$ cat src/rtl/uart_rx_parity_engine_if.sv
// Bus between the RX data sampler / control FSM and the parity engine.
// The master side drives the configuration and the serial bits, and the
// slave side (the engine) returns the data, the check result and the
// error statistics.
interface uart_rx_parity_engine_if #(
  parameter int DATA_WIDTH = 8,
  parameter int LEN_WIDTH  = 4,
  parameter int CNT_WIDTH  = 8
);
  logic                  par_en;
  logic [1:0]            par_typ;
  logic [LEN_WIDTH-1:0]  data_len;
  logic                  frame_start;
  logic                  bit_valid;
  logic                  bit_in;
  logic                  err_clr;
  logic [DATA_WIDTH-1:0] data_out;
  logic                  check_done;
  logic                  parity_error;
  logic                  err_sticky;
  logic [CNT_WIDTH-1:0]  err_count;
  logic                  busy;

  modport master (
    output par_en, par_typ, data_len, frame_start, bit_valid, bit_in, err_clr,
    input  data_out, check_done, parity_error, err_sticky, err_count, busy
  );

  modport slave (
    input  par_en, par_typ, data_len, frame_start, bit_valid, bit_in, err_clr,
    output data_out, check_done, parity_error, err_sticky, err_count, busy
  );
endinterface

$ cat src/rtl/uart_rx_parity_engine.sv
// Serial parity checker for the UART RX path. It deserialises the data
// bits LSB first and accumulates their parity. It then checks the parity
// bit against the mode latched at frame_start and keeps sticky and
// saturating error statistics.
module uart_rx_parity_engine #(
  parameter int DATA_WIDTH = 8,
  parameter int LEN_WIDTH  = 4,
  parameter int CNT_WIDTH  = 8
) (
  input  logic                     CLK,
  input  logic                     RST,
  uart_rx_parity_engine_if.slave   bus
);

  typedef enum logic [1:0] {ST_IDLE, ST_DATA, ST_PARITY} state_t;
  typedef enum logic [1:0] {PAR_EVEN, PAR_ODD, PAR_MARK, PAR_SPACE} par_t;

  localparam logic [LEN_WIDTH-1:0] MAX_LEN = LEN_WIDTH'(DATA_WIDTH);

  state_t                r_state;
  state_t                w_state_next;
  par_t                  r_typ;
  logic [LEN_WIDTH-1:0]  r_len;
  logic [LEN_WIDTH-1:0]  r_cnt;
  logic                  r_acc;
  logic [DATA_WIDTH-1:0] r_data;
  logic                  r_check_done;
  logic                  r_parity_error;
  logic                  r_err_sticky;
  logic [CNT_WIDTH-1:0]  r_err_count;

  logic [LEN_WIDTH-1:0]  w_eff_len;
  logic [LEN_WIDTH-1:0]  w_last_idx;
  logic                  w_check;
  logic                  w_err;

  assign w_last_idx = r_len - LEN_WIDTH'(1);

  // Effective frame length: zero or anything beyond DATA_WIDTH means full width.
  always_comb begin
    // NOTE: every variable written in always_comb gets a default first, so
    // no path can leave it unassigned and infer a latch.
    w_eff_len = bus.data_len;
    if (bus.data_len == '0 || bus.data_len > MAX_LEN) begin
      w_eff_len = MAX_LEN;
    end
  end

  // Next-state decode; frame_start overrides every state and aborts any frame.
  always_comb begin
    w_state_next = r_state;
    w_check      = 1'b0;
    if (bus.frame_start) begin
      w_state_next = bus.par_en ? ST_DATA : ST_IDLE;
    end else begin
      case (r_state)
        ST_DATA: begin
          if (bus.bit_valid && r_cnt == w_last_idx) w_state_next = ST_PARITY;
        end
        ST_PARITY: begin
          if (bus.bit_valid) begin
            w_state_next = ST_IDLE;
            w_check      = 1'b1;
          end
        end
        default: ;
      endcase
    end
  end

  // Parity error for the bit currently presented, under the latched mode.
  always_comb begin
    w_err = 1'b0;
    case (r_typ)
      PAR_EVEN:  w_err = r_acc ^ bus.bit_in;
      PAR_ODD:   w_err = ~(r_acc ^ bus.bit_in);
      PAR_MARK:  w_err = ~bus.bit_in;
      PAR_SPACE: w_err = bus.bit_in;
      default:   w_err = 1'b0;
    endcase
  end

  // State register.
  always_ff @(posedge CLK or negedge RST) begin
    // NOTE: sequential state is assigned with <= so that every flop samples
    // pre-edge values regardless of the order the blocks are evaluated in.
    if (!RST) r_state <= ST_IDLE;
    else      r_state <= w_state_next;
  end

  // Frame datapath: configuration latch, deserialiser, accumulator, result.
  always_ff @(posedge CLK or negedge RST) begin
    if (!RST) begin
      r_typ          <= PAR_EVEN;
      r_len          <= '0;
      r_cnt          <= '0;
      r_acc          <= 1'b0;
      r_data         <= '0;
      r_check_done   <= 1'b0;
      r_parity_error <= 1'b0;
    end else begin
      r_check_done <= w_check;
      if (bus.frame_start) begin
        r_parity_error <= 1'b0;
        if (bus.par_en) begin
          r_typ  <= par_t'(bus.par_typ);
          r_len  <= w_eff_len;
          r_cnt  <= '0;
          r_acc  <= 1'b0;
          r_data <= '0;
        end
      end else if (r_state == ST_DATA && bus.bit_valid) begin
        // data_out is cleared at frame_start, so OR-ing each bit into place
        // leaves positions beyond the effective length at 0.
        r_data <= r_data | (DATA_WIDTH'(bus.bit_in) << r_cnt);
        r_acc  <= r_acc ^ bus.bit_in;
        r_cnt  <= r_cnt + LEN_WIDTH'(1);
      end else if (w_check) begin
        r_parity_error <= w_err;
      end
    end
  end

  // Error statistics; a new error wins over err_clr and counts as the first.
  always_ff @(posedge CLK or negedge RST) begin
    if (!RST) begin
      r_err_sticky <= 1'b0;
      r_err_count  <= '0;
    end else if (w_check && w_err) begin
      r_err_sticky <= 1'b1;
      if (bus.err_clr)          r_err_count <= CNT_WIDTH'(1);
      else if (r_err_count != '1) r_err_count <= r_err_count + CNT_WIDTH'(1);
    end else if (bus.err_clr) begin
      r_err_sticky <= 1'b0;
      r_err_count  <= '0;
    end
  end

  assign bus.data_out     = r_data;
  assign bus.check_done   = r_check_done;
  assign bus.parity_error = r_parity_error;
  assign bus.err_sticky   = r_err_sticky;
  assign bus.err_count    = r_err_count;
  assign bus.busy         = (r_state != ST_IDLE);

endmodule

$ cat src/flat_wrapper.sv
// flat-port wrapper written by rule: the top's interface ports become plain ports
module uart_rx_parity_engine_flat 
#(
  parameter int DATA_WIDTH = 8,
  parameter int LEN_WIDTH  = 4,
  parameter int CNT_WIDTH  = 8
)
  (CLK, RST, bus_par_en, bus_par_typ, bus_data_len, bus_frame_start, bus_bit_valid, bus_bit_in, bus_err_clr, bus_data_out, bus_check_done, bus_parity_error, bus_err_sticky, bus_err_count, bus_busy);
  uart_rx_parity_engine_if #(.DATA_WIDTH(DATA_WIDTH), .LEN_WIDTH(LEN_WIDTH), .CNT_WIDTH(CNT_WIDTH)) bus_i ();
  input  logic CLK;
  input  logic RST;
  input wire logic [$bits(bus_i.par_en)-1:0] bus_par_en;
  input wire logic [$bits(bus_i.par_typ)-1:0] bus_par_typ;
  input wire logic [$bits(bus_i.data_len)-1:0] bus_data_len;
  input wire logic [$bits(bus_i.frame_start)-1:0] bus_frame_start;
  input wire logic [$bits(bus_i.bit_valid)-1:0] bus_bit_valid;
  input wire logic [$bits(bus_i.bit_in)-1:0] bus_bit_in;
  input wire logic [$bits(bus_i.err_clr)-1:0] bus_err_clr;
  output wire logic [$bits(bus_i.data_out)-1:0] bus_data_out;
  output wire logic [$bits(bus_i.check_done)-1:0] bus_check_done;
  output wire logic [$bits(bus_i.parity_error)-1:0] bus_parity_error;
  output wire logic [$bits(bus_i.err_sticky)-1:0] bus_err_sticky;
  output wire logic [$bits(bus_i.err_count)-1:0] bus_err_count;
  output wire logic [$bits(bus_i.busy)-1:0] bus_busy;
  assign bus_i.par_en = bus_par_en;
  assign bus_i.par_typ = bus_par_typ;
  assign bus_i.data_len = bus_data_len;
  assign bus_i.frame_start = bus_frame_start;
  assign bus_i.bit_valid = bus_bit_valid;
  assign bus_i.bit_in = bus_bit_in;
  assign bus_i.err_clr = bus_err_clr;
  assign bus_data_out = bus_i.data_out;
  assign bus_check_done = bus_i.check_done;
  assign bus_parity_error = bus_i.parity_error;
  assign bus_err_sticky = bus_i.err_sticky;
  assign bus_err_count = bus_i.err_count;
  assign bus_busy = bus_i.busy;
  uart_rx_parity_engine #(.DATA_WIDTH(DATA_WIDTH), .LEN_WIDTH(LEN_WIDTH), .CNT_WIDTH(CNT_WIDTH)) u_core (.CLK(CLK), .RST(RST), .bus(bus_i));
endmodule
$ cat config.mk
export PLATFORM = sky130hd
export DESIGN_NAME = uart_rx_parity_engine_flat
export DESIGN_NICKNAME = d
export VERILOG_FILES = /design/src/rtl/uart_rx_parity_engine_if.sv /design/src/rtl/uart_rx_parity_engine.sv /design/src/flat_wrapper.sv
export SDC_FILE = /design/constraint.sdc
export NUM_CORES = 1
export LEC_CHECK = 0
export ABC_AREA = 1
export CORE_MARGIN = 5
export CORE_UTILIZATION = 67
export CTS_BUF_LIST = sky130_fd_sc_hd__clkbuf_4 sky130_fd_sc_hd__clkbuf_8 sky130_fd_sc_hd__clkbuf_16
export DETAILED_ROUTE_END_ITERATION = 8
export DONT_BUFFER_PORTS = 1
export PLACE_DENSITY = 0.83
export SYNTH_ARGS = -nofsm -noshare
export SYNTH_HDL_FRONTEND = slang
export SYNTH_SLANG_ARGS = --single-unit
$ cat constraint.sdc
create_clock -name CLK -period 4.1 [get_ports CLK]
set_clock_uncertainty 0.2 [all_clocks]
set_input_delay 0.41 -clock CLK [delete_from_list [all_inputs] [get_ports CLK]]
set_output_delay 0.41 -clock CLK [all_outputs]
set_load 0.005 [all_outputs]
Word-level counts from Yosys, hierarchy flattened
Cells that the tools add are included.
{ "totals": {"regBits": 32, "out_inout_bits": 20} }
{ "op_classes": {"add_sub_neg": 3, "bitwise_logic": 4, "order_cmp": 1, "n_reduce_logical": 17, "n_eq_ne": 11, "shift": 1, "n_mux": 28} }
{ "ops": {"columns": ["op", "count"], "rows": [
  ["two-way mux 8 bit", 7],
  ["two-way mux 4 bit", 4],
  ["two-way mux 1 bit", 12],
  ["nonzero test 2 bit", 5],
  ["adder 8 x 1 -> 8 bit (second input constant)", 1],
  ["inequality test 8 bit (second input constant)", 1],
  ["bitwise OR 8 bit", 1],
  ["AND reduction 2 bit", 4],
  ["left shift 1 x 4 -> 8 bit", 1],
  ["== test 2 bit (second input constant)", 3],
  ["two-way mux 2 bit", 3],
  ["adder 4 x 1 -> 4 bit (second input constant)", 1],
  ["== test 2 x 1 -> 1 bit (second input constant)", 2],
  ["== test 4 bit", 1],
  ["> comparator 4 bit (second input constant)", 1],
  ["logical NOT 4 bit", 1],
  ["inequality test 2 bit (second input constant)", 2],
  ["one-hot mux 1 bit (4 select lines)", 1],
  ["one-hot mux 2 bit (2 select lines)", 1],
  ["subtractor 4 x 1 -> 4 bit (second input constant)", 1],
  ["logical AND 1 bit", 3],
  ["inequality test 3 x 2 -> 1 bit (second input constant)", 1],
  ["inequality test 3 bit (second input constant)", 1],
  ["AND reduction 3 bit", 1],
  ["5 further kinds", 6]
]} }

Depth between registers and ports, before layout
Gate-level depths: netlist (run 1).
{ "logic_depth": {"word_depth": 6, "mapped_depth": 11, "depth_no_buf": 11} }

Worst setup path after synthesis (run 1)
No wires, ideal clock.
{ "synth_timing": {"kind": "flip-flop to flip-flop", "from": "reg u_core.r_err_count[0], in the netlist u_core.bus.err_count[0]", "to": "reg u_core.r_err_count[0], in the netlist u_core.bus.err_count[0]", "arrival_ps": 1136, "period_less_slack_ps": 1457, "required_ps": 3779, "setup_time_ps": 121, "n_path_buf": 0, "path_slack_ps": 2643, "path_stages_with_launch": 7, "cell_sequence": "dfrtp_1 ha_1 nand3_2 nor2_4 nand3_4 o211ai_1 nand2_1"} }
{ "synth_via": {"elab_chain_cells": 4} }
{ "synth_lines": {"columns": ["item", "line_no", "text"], "rows": [
  ["from (decl)", "uart_rx_parity_engine.sv:30", "logic [CNT_WIDTH-1:0] r_err_count;"],
  ["from (signal assigned)", "uart_rx_parity_engine.sv:132", "else if (r_err_count != '1) r_err_count <= r_err_count + CNT_WIDTH'(1);"],
  ["adder 8 x 1 -> 8 bit", "uart_rx_parity_engine.sv:132", null],
  ["two-way mux 8 bit", "uart_rx_parity_engine.sv:132", null],
  ["two-way mux 8 bit", "uart_rx_parity_engine.sv:131", "if (bus.err_clr) r_err_count <= CNT_WIDTH'(1);"],
  ["two-way mux 8 bit", "uart_rx_parity_engine.sv:129", "end else if (w_check && w_err) begin"]
]} }
Several ways; a longest one is shown, not always the timed one. The select of a mux whose other input is x is not followed.
A chain may end at the register's enable or synchronous reset.

Final worst setup path (run 1)
{ "layout_timing": {"from": "reg u_core.r_err_count[0], in the netlist u_core.bus.err_count[0]", "to": "reg u_core.r_err_count[7], in the netlist u_core.bus.err_count[7]"} }
The elaborated chain is that of the path after synthesis.

==> results of run 1 <==
-- cells in the final DEF, fill, tap and decap left out, types with 4 or more instances in the layout --
cell type / synthesis / layout
a21oi_1: 14 / 14
nor2_1: 31 / 31
nand2_2: 4 / 4
nand2_1: 69 / 69
nand4_1: 7 / 7
o21ai_0: 4 / 4
dfrtp_1: 32 / 32
nand3_1: 14 / 14
clkbuf_4: 0 / 5
inv_1: 32 / 32
-- final timing paths --
path	from	endpoint	slack, ps	cells past startpoint
max	u_core.bus.err_count[0]$_DFFE_PN0P_	u_core.bus.err_count[7]$_DFFE_PN0P_	2440	7
min	bus_data_len[1]	u_core.r_len[1]$_DFFE_PN0P_	20	2
max in group asynchronous	RST	u_core.bus.err_count[7]$_DFFE_PN0P_	3220	2
min in group asynchronous	RST	u_core.r_cnt[0]$_DFFE_PN0P_	300	2
max reg2reg	u_core.bus.err_count[0]$_DFFE_PN0P_	u_core.bus.err_count[7]$_DFFE_PN0P_	2440	7
min reg2reg	u_core.r_typ[1]$_DFFE_PN0P_	u_core.r_typ[1]$_DFFE_PN0P_	310	2
-- flip-flops by register name (all words and copies together) (netlist names) --
signal                   flops
u_core.r_typ                 2
u_core.bus.check_done        1
u_core.bus.err_count         8
u_core.r_state               2
u_core.bus.err_sticky        1
u_core.r_acc                 1
u_core.r_cnt                 4
u_core.bus.parity_error      1
u_core.bus.data_out          8
u_core.r_len                 4
-- cell families after synthesis --
family          Yosys count  share of synthesized area, %
flops                    32                          45.3
simple gates            135                          35.0
compound gates           25                          8.35
buf+inv                  36                          8.28
fa+ha+maj                 3                          2.12
xor+xnor                  2                         0.991
-- critical path, cell delays in order, from the launching register on --
cell,delay (ps)
dfrtp_1,480
ha_1,240
nand3_2,110
nor2_4,160
nand3_4,120
nand2_4,150
nand2_1,70
nand2_1,80
-- through the flow --
stage | instance area (um^2) | hold slack [ps] | std cells | setup WS [ps] | total power [uW]
after floorplan | 1770 | -85.6 | 233 | 2640 | 480
after global placement | 1790 | -84.9 | 261 | 2560 | 502
after detailed placement | 1790 | -84.8 | 261 | 2460 | 507
after CTS | 1900 | 19.2 | 273 | 2430 | 707
after global routing | 1900 | 22.5 | 273 | 2350 | 745
final | 1900 | 17.5 | 273 | 2440 | 705
-- power breakdown --
part           leakage [uW]  internal, uW  switching (uW)  total (uW)
Sequential         0.000431           344            31.5         375
Combinational      0.000537          50.2            87.3         137
Clock             0.0000380          81.5             110         192
-- metal layers --
| metal | wire [um] | global-route usage [%] | share of wire, % |
|---|---|---|---|
| met1 | 1650 | 30.1 | 45 |
| met2 | 1610 | 32.3 | 44 |
| met3 | 339 | 7.55 | 9.3 |
| met4 | 30 | 6.97 | 0.83 |
| met5 | 0 | 0 | 0 |
-- area by class of cell --
cell class | instances | area, um^2 | share of cell area, %
multi-input combinational | 165 | 821 | 43.2
tap | 30 | 37.5 | 1.98
clock inverter | 2 | 10.0 | 0.527
timing repair buffer | 4 | 50.0 | 2.64
inverter | 34 | 128 | 6.72
sequential | 32 | 801 | 42.2
clock buffer | 6 | 51.3 | 2.70
==> impl_metrics.sql, run 1 <==
INSERT INTO impl_metrics (metric_group, metric, value, unit) VALUES
('pwr', 'vdd.ir_drop.worst', '0.271', 'mV'),
('clock_tree', 'clock_insertion_delay_worst_skew', '340', 'ps'),
('logic_synthesis', 'synth.yosys.warnings', '0', ''),
('clock_tree', 'path_clk_slew', '110', 'ps'),
('floorplanning', 'floorplan.initialDensity', '70.7', '%'),
('timing', 'grt_setup_unrepaired', 'false', ''),
('global_route', 'grt_pass1_wl', '5.98', 'mm'),
('floorplanning', 'fp-row-count', '18', ''),
('drt', 'drt.antenna.violating_nets', '0', ''),
('clock_tree', 'cts_root_buf', 'clkbuf_4', ''),
('logic_synthesis', 'synth.ff_latch_count', '32', ''),
('logic_synthesis', 'ys_dominant_reg_cell', 'dfrtp_1', ''),
('logic_synthesis', 'mappedNetlistNets', '249', ''),
('drt', 'routed_via_density', '5.46', ''),
('drt', 'post_drt_wl_per_cell', '13.3', 'um'),
('global_route', 'grt_util_all_layers', '21.8', '%'),
('logic_synthesis', 'postSynthCellCount', '233', ''),
('clock_tree', 'cts_setup_buffers', '0', ''),
('floorplanning', 'core-area', '2500', 'um^2'),
('logic_synthesis', 'synth.area.top_cells', 'dfrtp_1 45%, nand2_1 15%, inv_1 6.8%, nor2_1 6.6%, a21oi_1 4.0%', ''),
('global_route', 'grt_start_max_net_pins', '33', ''),
('min_path', 'timing.hold.worst.class', 'input pin to register', ''),
('clock_tree', 'buffer_levels_on_the_longest_clock_path', '2', ''),
('timing', 'timing_hold_violations_final', '0', ''),
('logic_synthesis', 'synth_enable_flop_cells', '0', ''),
('placement', 'final_wtd_congestion', '0.860', ''),
('logic_synthesis', 'synthTopCellsByCount', '69 x nand2_1, 32 x dfrtp_1, 32 x inv_1', ''),
('logic_synthesis', 'synthMostInstantiatedCell', 'nand2_1', ''),
('drt', 'drt_pass1_iterations', '4', ''),
('worst_setup_path', 'critPathMaxFanout', '8', ''),
('worst_setup_path', 'worst_ep_arrival_time', '1730', 'ps'),
('clock_tree', 'ctsHoldBuffers', '4', ''),
('timing', 'slew_limit_fails', '0', ''),
('timing', 'final-setup-viol-count', '0', ''),
('timing', 'period_utilisation_layout', '40.4', '%'),
('worst_setup_path', 'timing.critical_path.to_type', 'register', ''),
('timing', 'timing.setup.tns', '0', 'ps'),
('global_route', 'first_global_vias', '1329', ''),
('clock_tree', 'ctsHtreeMaxLevel', '2', ''),
('worst_setup_path', 'critPathLaunchType', 'register', ''),
('clock_tree', 'cts-buffers-inserted', '5', ''),
('logic_synthesis', 'post_synth.cell_area_avg', '7.59', 'um^2'),
('drt', 'detailroute.via_count', '1490', ''),
('worst_setup_path', 'worst-setup-path-type', 'register to register', ''),
('outcome', 'result_of_the_run', 'finished clean', ''),
('cells_and_area', 'insertedDiodeCount', '0', ''),
('cells_and_area', 'num-nets-final', '258', ''),
('global_route', 'globalRoute.totalOverflow', '0', ''),
('floorplanning', 'die-area', '3770', 'um^2'),
('logic_synthesis', 'seq_area_frac_synth', '45.3', '%'),
('placement', 'dp.final_hpwl', '2.63', 'mm'),
('floorplanning', 'die_h', '61.4', 'um'),
('pwr', 'power.static_leakage', '0.00101', 'uW'),
('drt', 'drt-total-wl', '3.63', 'mm'),
('clock_tree', 'postCtsResizedCells', '0', ''),
('worst_setup_path', 'required_arrival_time_at_the_worst_endpoint', '4180', 'ps'),
('job', 'timing.max_cap.violations', '0', ''),
('logic_synthesis', 'synth_area', '1770', 'um^2'),
('timing', 'worst-slew-pin-transition', '429', 'ps'),
('timing', 'max-slew-margin-rel', '71.3', '%'),
('global_route', 'antenna_found_initial', '0', ''),
('logic_synthesis', 'async_flop_share', '100', '%'),
('timing', 'post-route-min-period', '1660', 'ps'),
('clock_tree', 'tritoncts', 'done', ''),
('drt', 'detail_route.drc_violations', '0', ''),
('cells_and_area', 'areaGrowthSynthToFinish', '7.36', '%'),
('floorplanning', 'dieWidth', '61.4', 'um'),
('pwr', 'p_per_area', '371', 'nW/um^2'),
('cells_and_area', 'num-fill-cells', '203', ''),
('logic_synthesis', 'synth_top_area_share', '45.3', '%'),
('clock_tree', 'numClockSinks', '32', ''),
('logic_synthesis', 'distinct_cell_type_count_after_synthesis', '27', ''),
('drt', 'drt-initial-drc-count', '80', ''),
('cells_and_area', 'final_layout_size_suffix_gt1_share', '9.88', '%'),
('floorplanning', 'design.portCount', '33', ''),
('logic_synthesis', 'synthDominantAreaCellType', 'dfrtp_1', ''),
('cells_and_area', 'final_core_util', '75.9', '%'),
('timing', 'maxClockFrequency', '604', 'MHz'),
('placement', 'buffers_added_on_ports', '0', '');
(Power assumes the default switching activity.)
==> run 2, diff against run 1 <==
--- a/config.mk
+++ b/config.mk
@@ -7,11 +7,11 @@
 export LEC_CHECK = 0
 export ABC_AREA = 1
 export CORE_MARGIN = 5
-export CORE_UTILIZATION = 67
+export CORE_UTILIZATION = 62
 export CTS_BUF_LIST = sky130_fd_sc_hd__clkbuf_4 sky130_fd_sc_hd__clkbuf_8 sky130_fd_sc_hd__clkbuf_16
 export DETAILED_ROUTE_END_ITERATION = 8
 export DONT_BUFFER_PORTS = 1
-export PLACE_DENSITY = 0.83
+export PLACE_DENSITY = 0.78
 export SYNTH_ARGS = -nofsm -noshare
 export SYNTH_HDL_FRONTEND = slang
 export SYNTH_SLANG_ARGS = --single-unit
==> constraint.sdc (replaced) <==
create_clock -name CLK -period 1.7 [get_ports CLK]
set_clock_uncertainty 0.2 [all_clocks]
set_input_delay 0.17 -clock CLK [delete_from_list [all_inputs] [get_ports CLK]]
set_output_delay 0.17 -clock CLK [all_outputs]
set_load 0.005 [all_outputs]
==> impl_metrics.sql, run 2 (synthesis results as in run 1) <==
INSERT INTO impl_metrics (metric_group, metric, value, unit) VALUES
('worst_setup_path', 'timing.critical_path.cells', 'ha_4, nand3_2, nor2_4, nand3_4, nand2_4, nand2_1, nand2_1', ''),
('cells_and_area', 'layout_common_cells', '69 x nand2_1, 32 x inv_1, 32 x dfrtp_1, 31 x nor2_1', ''),
('worst_setup_path', 'critical_path.max_stage_delay', '450', 'ps'),
('drt', 'drt-initial-drc-count', '116', ''),
('placement', 'dp_cells', '265', ''),
('timing', 'maxClockFrequency', '638', 'MHz'),
('pwr', 'power.static_leakage', '0.00107', 'uW'),
('pwr', 'swShare', '30.3', '%'),
('floorplanning', 'floorplan.initialDensity', '64.7', '%'),
('clock_tree', 'numClockSinks', '32', ''),
('global_route', 'grt_pass1_wl', '6.71', 'mm'),
('clock_tree', 'cts_root_buf', 'clkbuf_4', ''),
('worst_setup_path', 'cell_with_the_largest_stage_delay_on_the_worst_path', 'dfrtp_1', ''),
('clock_tree', 'ctsHtreeMaxLevel', '2', ''),
('timing', 'timing_hold_violations_final', '0', ''),
('drt', 'drt_pass1_iterations', '5', ''),
('timing', 'fin_hold_ws', '57.9', 'ps'),
('worst_setup_path', 'worst-setup-path-type', 'register to register', ''),
('floorplanning', 'fp-row-count', '19', ''),
('timing', 'worst-slew-pin-transition', '445', 'ps'),
('job', 'timing.max_cap.violations', '0', ''),
('clock_tree', 'tritoncts', 'done', ''),
('cells_and_area', 'areaGrowthSynthToFinish', '16.0', '%'),
('worst_setup_path', 'critPathMaxFanout', '8', ''),
('global_route', 'first_global_vias', '1554', ''),
('pwr', 'internal-power', '1290', 'uW'),
('placement', 'final_wtd_congestion', '0.908', ''),
('drt', 'post_drt_wl_per_cell', '13.3', 'um'),
('pwr', 'vdd.ir_drop.worst', '1.03', 'mV'),
('pwr', 'report.power.total', '1850', 'uW'),
('cells_and_area', 'num-fill-cells', '202', ''),
('drt', 'drt.antenna.violating_nets', '0', ''),
('timing', 'grt_setup_unrepaired', 'false', ''),
('min_path', 'timing.hold.worst.class', 'input pin to async pin', ''),
('global_route', 'globalRoute.totalOverflow', '0', ''),
('cells_and_area', 'final_core_util', '75.0', '%'),
('pwr', 'p_comb_share', '19.1', '%'),
('cells_and_area', 'final_layout_size_suffix_gt1_share', '11.3', '%'),
('drt', 'routed_via_density', '5.43', ''),
('cells_and_area', 'insertedDiodeCount', '0', ''),
('clock_tree', 'buffer_levels_on_the_longest_clock_path', '2', ''),
('timing', 'max-slew-margin-rel', '70.3', '%'),
('worst_setup_path', 'worst_r2r_path_depth', '7', ''),
('placement', 'buffers_added_on_ports', '0', ''),
('worst_setup_path', 'required_arrival_time_at_the_worst_endpoint', '1790', 'ps'),
('timing', 'slew_limit_fails', '0', ''),
('drt', 'detailroute.via_count', '1559', ''),
('cells_and_area', 'num-nets-final', '271', ''),
('global_route', 'grt_start_max_net_pins', '33', ''),
('worst_setup_path', 'critical_path.reg2reg.endpoint', 'u_core.bus.err_count[4]$_DFFE_PN0P_', ''),
('floorplanning', 'die_h', '63.4', 'um'),
('timing', 'final-setup-viol-count', '0', ''),
('floorplanning', 'design.portCount', '33', ''),
('timing', 'post-route-min-period', '1570', 'ps'),
('clock_tree', 'clock_insertion_delay_worst_skew', '340', 'ps'),
('floorplanning', 'die-area', '4020', 'um^2'),
('pwr', 'switchingPower', '562', 'uW'),
('outcome', 'result_of_the_run', 'finished clean', ''),
('pwr', 'p_per_area', '904', 'nW/um^2'),
('pwr', 'power.sequential.fraction', '48.8', '%'),
('cells_and_area', 'final_cell_count_no_fill', '287', ''),
('floorplanning', 'dieWidth', '63.4', 'um'),
('pwr', 'clockPowerShare', '32.1', '%'),
('cells_and_area', 'layout.cells.most_common', 'nand2_1', ''),
('floorplanning', 'core-area', '2730', 'um^2'),
('worst_setup_path', 'crit-reg2reg-launch', 'u_core.bus.err_count[1]$_DFFE_PN0P_', ''),
('worst_setup_path', 'critPathLaunchType', 'register', ''),
('clock_tree', 'cts-buffers-inserted', '5', ''),
('worst_setup_path', 'reg2reg_slack', '130', 'ps'),
('worst_setup_path', 'worst_ep_arrival_time', '1660', 'ps'),
('worst_setup_path', 'timing.critical_path.to_type', 'register', ''),
('clock_tree', 'path_clk_slew', '110', 'ps'),
('drt', 'detail_route.drc_violations', '0', ''),
('drt', 'drt-total-wl', '3.82', 'mm'),
('global_route', 'antenna_found_initial', '0', ''),
('timing', 'timing.setup.tns', '0', 'ps'),
('global_route', 'grt_util_all_layers', '21.0', '%'),
('worst_setup_path', 'library_cell_appearing_most_often_on_the_critical_path', 'nand2_1', ''),
('placement', 'dp.final_hpwl', '2.70', 'mm'),
('timing', 'period_utilisation_layout', '92.1', '%');
## run 2: changes by cell type in the layout (fill, tap and decap cells not counted)
cell,before,now
clkinv_2,2,1
dlygate4sd3_1,3,12
clkbuf_4,5,6
clkbuf_8,1,0
ha_1,3,2
ha_4,0,1
buf_4,0,4
bufinv_16,0,1
## run 2: worst max-delay path: cells and delay by family, from the launching register on
kind          cells  cell delay [ps]
fa+ha+maj         1              180
flops             1              450
simple gates      6              680
## run 2: what timing repair did
action                                  CTS  global route
buffers inserted                          0             1
endpoints found under the setup margin    0             3
gates resized for setup                   0             2
hold endpoints to repair                 62             0
hold buffers                             13             0
## run 2: worst max-delay path by stage
stage,start,to,slack [ps]
4_1_cts,u_core.bus.err_count[1]$_DFFE_PN0P_,u_core.bus.err_count[4]$_DFFE_PN0P_,100
6_report,u_core.bus.err_count[1]$_DFFE_PN0P_,u_core.bus.err_count[4]$_DFFE_PN0P_,130
5_1_grt,u_core.bus.err_count[1]$_DFFE_PN0P_,u_core.bus.err_count[2]$_DFFE_PN0P_,10
3_3_place_gp,u_core.bus.err_count[1]$_DFFE_PN0P_,u_core.bus.err_count[5]$_DFFE_PN0P_,210
2_1_floorplan,u_core.bus.err_count[0]$_DFFE_PN0P_,u_core.bus.err_count[0]$_DFFE_PN0P_,240
3_5_place_dp,u_core.bus.err_count[1]$_DFFE_PN0P_,u_core.bus.err_count[4]$_DFFE_PN0P_,120
## run 2: stage by stage
stage,area (um^2),setup slack [ps]
global route,2050,9.72
floorplan,1770,243
CTS,2030,96.0
detailed placement,1810,118
finish,2050,134
global placement,1810,210
## run 2: area by class of cell
type	instances	area, um^2	area share, %
multi-input combinational	165	833	40.6
sequential	32	801	39.0
timing repair buffer	17	170	8.30
inverter	34	128	6.22
clock buffer	6	45.0	2.20
tap	31	38.8	1.89
clock inverter	2	35.0	1.71
## run 2: routing by layer
layer | up-vias | track usage, % | wire length [um]
li1 | 780 | - | -
met1 | 710 | 23.3 | 1460
met2 | 55 | 36.0 | 1930
met3 | 14 | 6.57 | 309
met4 | 0 | 9.87 | 110
met5 | - | 0 | 0
## run 2: power by group through the flow
stage	sequential [uW]	clock (uW)	combinational [uW]
after floorplan	900	0	259
after global placement	918	0	296
after detailed placement	922	0	304
after CTS	906	603	355
after global routing	920	656	411
final	905	595	353
==> run 3, diff against run 2 <==
==> constraint.sdc (replaced) <==
create_clock -name CLK -period 1.6 [get_ports CLK]
set_clock_uncertainty 0.2 [all_clocks]
set_input_delay 0.16 -clock CLK [delete_from_list [all_inputs] [get_ports CLK]]
set_output_delay 0.16 -clock CLK [all_outputs]
set_load 0.005 [all_outputs]
==> impl_metrics.sql, run 3 (synthesis results as in run 1) <==
INSERT INTO impl_metrics (metric_group, metric, value, unit) VALUES
('outcome', 'result_of_the_run', 'finished, violations left', ''),
('outcome', 'violations_in_the_final_reports', 'negative hold slack', ''),
('worst_setup_path', 'reg2reg_slack', '90', 'ps'),
('min_path', 'holdPathStages', '2', ''),
('global_route', 'first_global_vias', '1610', ''),
('worst_setup_path', 'crit-reg2reg-launch', 'u_core.bus.err_count[1]$_DFFE_PN0P_', ''),
('timing', 'max-slew-margin-rel', '70.1', '%'),
('clock_tree', 'ctsHoldBuffers', '13', ''),
('drt', 'drt-total-wl', '3.96', 'mm'),
('global_route', 'grt_start_max_net_pins', '33', ''),
('worst_setup_path', 'critical_path.top_delay_family', 'simple AND/OR/NAND/NOR gates', ''),
('clock_tree', 'cts_root_buf', 'clkbuf_4', ''),
('global_route', 'groute.layer.met3.usage', '7.64', '%'),
('cells_and_area', 'layout_common_cells', '68 x nand2_1, 31 x inv_1, 31 x dfrtp_1, 28 x nor2_1, 14 x a21oi_1', ''),
('drt', 'drt_pass1_iterations', '4', ''),
('global_route', 'globalRoute.totalOverflow', '0', ''),
('timing', 'period_utilisation_layout', '94.4', '%'),
('clock_tree', 'clock_insertion_delay_worst_skew', '330', 'ps'),
('worst_setup_path', 'timing.critical_path.cells', 'ha_4, nand3_4, nor2_4, nand3_4, nand2_4, nand2_1, nand2_1', ''),
('worst_setup_path', 'required_arrival_time_at_the_worst_endpoint', '1670', 'ps'),
('pwr', 'p_comb_share', '21.3', '%'),
('cells_and_area', 'areaGrowthSynthToFinish', '20.1', '%'),
('worst_setup_path', 'critPathLaunchType', 'register', ''),
('cells_and_area', 'final_layout_size_suffix_gt1_share', '16.4', '%'),
('cells_and_area', 'final_cell_count_no_fill', '293', ''),
('timing', 'post-route-min-period', '1510', 'ps'),
('clock_tree', 'ctsHtreeMaxLevel', '2', ''),
('worst_setup_path', 'worst_r2r_path_depth', '7', ''),
('worst_setup_path', 'critPathMaxFanout', '8', ''),
('floorplanning', 'core-area', '2730', 'um^2'),
('pwr', 'power.static_leakage', '0.00111', 'uW'),
('clock_tree', 'cts-buffers-inserted', '5', ''),
('worst_setup_path', 'timing.critical_path.to_type', 'register', ''),
('worst_setup_path', 'crit_buf_inv', '0', ''),
('drt', 'drt-initial-drc-count', '119', ''),
('worst_setup_path', 'cell_with_the_largest_stage_delay_on_the_worst_path', 'dfrtp_1', ''),
('drt', 'detail_route.drc_violations', '0', ''),
('timing', 'timing_hold_violations_final', '1', ''),
('cells_and_area', 'layout.cells.most_common', 'nand2_1', ''),
('job', 'timing.max_cap.violations', '0', ''),
('floorplanning', 'floorplan.initialDensity', '64.7', '%'),
('pwr', 'switchingPower', '584', 'uW'),
('global_route', 'grt_pass1_wl', '6.85', 'mm'),
('min_path', 'timing.hold.worst.class', 'input pin to register', ''),
('timing', 'slew_limit_fails', '0', ''),
('timing', 'grt_setup_unrepaired', 'true', ''),
('timing', 'worst-slew-pin-transition', '447', 'ps'),
('worst_setup_path', 'worst-setup-path-type', 'register to register', ''),
('min_path', 'hold_path_startpoint', 'bus_frame_start', ''),
('placement', 'dp.final_hpwl', '2.75', 'mm'),
('worst_setup_path', 'critical_path.reg2reg.endpoint', 'u_core.bus.err_count[0]$_DFFE_PN0P_', ''),
('global_route', 'antenna_found_initial', '0', ''),
('global_route', 'gr-usage-met1', '22.4', '%'),
('placement', 'dp_cells', '266', ''),
('pwr', 'vdd.ir_drop.worst', '0.743', 'mV'),
('clock_tree', 'tritoncts', 'done', ''),
('cells_and_area', 'final_core_util', '77.7', '%'),
('global_route', 'grt_use_met2', '37.4', '%'),
('clock_tree', 'buffer_levels_on_the_longest_clock_path', '2', ''),
('cells_and_area', 'insertedDiodeCount', '0', ''),
('drt', 'post_drt_wl_per_cell', '13.5', 'um'),
('timing', 'maxClockFrequency', '662', 'MHz'),
('drt', 'detailroute.via_count', '1616', ''),
('clock_tree', 'numClockSinks', '32', ''),
('pwr', 'internal-power', '1290', 'uW'),
('floorplanning', 'design.portCount', '33', ''),
('pwr', 'clockPowerShare', '27.1', '%'),
('drt', 'routed_via_density', '5.52', ''),
('clock_tree', 'path_clk_slew', '90', 'ps'),
('pwr', 'p_per_area', '885', 'nW/um^2'),
('drt', 'drt.antenna.violating_nets', '0', ''),
('global_route', 'grt_util_all_layers', '21.5', '%'),
('worst_setup_path', 'worst_ep_arrival_time', '1580', 'ps'),
('timing', 'final-setup-viol-count', '0', ''),
('floorplanning', 'fp-row-count', '19', ''),
('timing', 'fin_hold_ws', '-27.3', 'ps'),
('placement', 'buffers_added_on_ports', '0', ''),
('min_path', 'hold_end', 'u_core.r_state[1]$_DFFE_PN0P_', ''),
('worst_setup_path', 'critical_path.max_stage_delay', '400', 'ps'),
('pwr', 'swShare', '31.1', '%'),
('timing', 'timing.setup.tns', '0', 'ps'),
('placement', 'final_wtd_congestion', '0.858', ''),
('cells_and_area', 'num-nets-final', '278', ''),
('floorplanning', 'dieWidth', '63.4', 'um'),
('pwr', 'power.sequential.fraction', '51.6', '%'),
('global_route', 'gr-max-usage-layer', 'met2', ''),
('floorplanning', 'die-area', '4020', 'um^2'),
('floorplanning', 'die_h', '63.4', 'um');
==> run 3: cell types whose count changed in the layout (fill, tap and decap cells not counted), moves of 2 or more <==
cell,previous run,this run
clkbuf_8,0,2
buf_4,4,10
dlymetal6s4s_1,0,2
nor2_2,0,3
dlygate4sd3_1,12,10
nor2_1,31,28
==> run 3: worst max path at each step <==
| stage | start | endpoint | slack [ps] | cells after the start |
|---|---|---|---|---|
| CTS | u_core.r_len[0]$_DFFE_PN0P_ | u_core.r_state[0]$_DFFE_PN0P_ | 80 | 7 |
| floorplan | u_core.bus.err_count[0]$_DFFE_PN0P_ | u_core.bus.err_count[0]$_DFFE_PN0P_ | 140 | 6 |
| global placement | u_core.r_len[0]$_DFFE_PN0P_ | u_core.r_state[0]$_DFFE_PN0P_ | 160 | 7 |
| finish | u_core.bus.err_count[1]$_DFFE_PN0P_ | u_core.bus.err_count[0]$_DFFE_PN0P_ | 90 | 7 |
| detailed placement | u_core.r_len[0]$_DFFE_PN0P_ | u_core.r_state[0]$_DFFE_PN0P_ | 90 | 7 |
| global route | u_core.bus.err_count[0]$_DFFE_PN0P_ | u_core.bus.err_count[0]$_DFFE_PN0P_ | -20 | 7 |
==> run 3: layout make-up <==
cell class / instances / area (um^2)
well taps: 31 / 38.8
multi-input cells: 165 / 858
repair buffers: 24 / 231
inverters: 34 / 128
flip-flops and latches: 32 / 802
clock buffers: 7 / 65.1
fillers: 201 / 611
==> run 3: what timing repair did <==
action                                 CTS  global route
endpoints found under the hold margin   62             1
setup endpoints to repair                0            12
resized for setup                        0            14
setup buffers                            0             7
==> run 3: power groups by stage <==
| stage | sequential (uW) | combinational (uW) | clock (uW) |
|---|---|---|---|
| 2_1_floorplan | 956 | 275 | 0 |
| 3_3_place_gp | 976 | 315 | 0 |
| 3_5_place_dp | 980 | 323 | 0 |
| 4_1_cts | 965 | 375 | 527 |
| 5_1_grt | 982 | 469 | 578 |
| 6_report | 968 | 400 | 510 |
==> run 3: through the flow <==
step	instance area (um^2)	hold slack, ps	setup slack, ps	power, uW
2_1_floorplan	1770	-336	143	1230
3_3_place_gp	1820	-335	158	1290
3_5_place_dp	1820	-335	94.8	1300
4_1_cts	2020	59.8	78.3	1870
5_1_grt	2120	-41.4	-24.1	2030
6_report	2120	-27.3	89.7	1880
==> run 3: layer usage <==
metal	share of wire, %	vias to the layer above
met3	7.5	12
met4	2.7	0
li1	-	796
met2	52	59
met1	37	749
met5	0	-
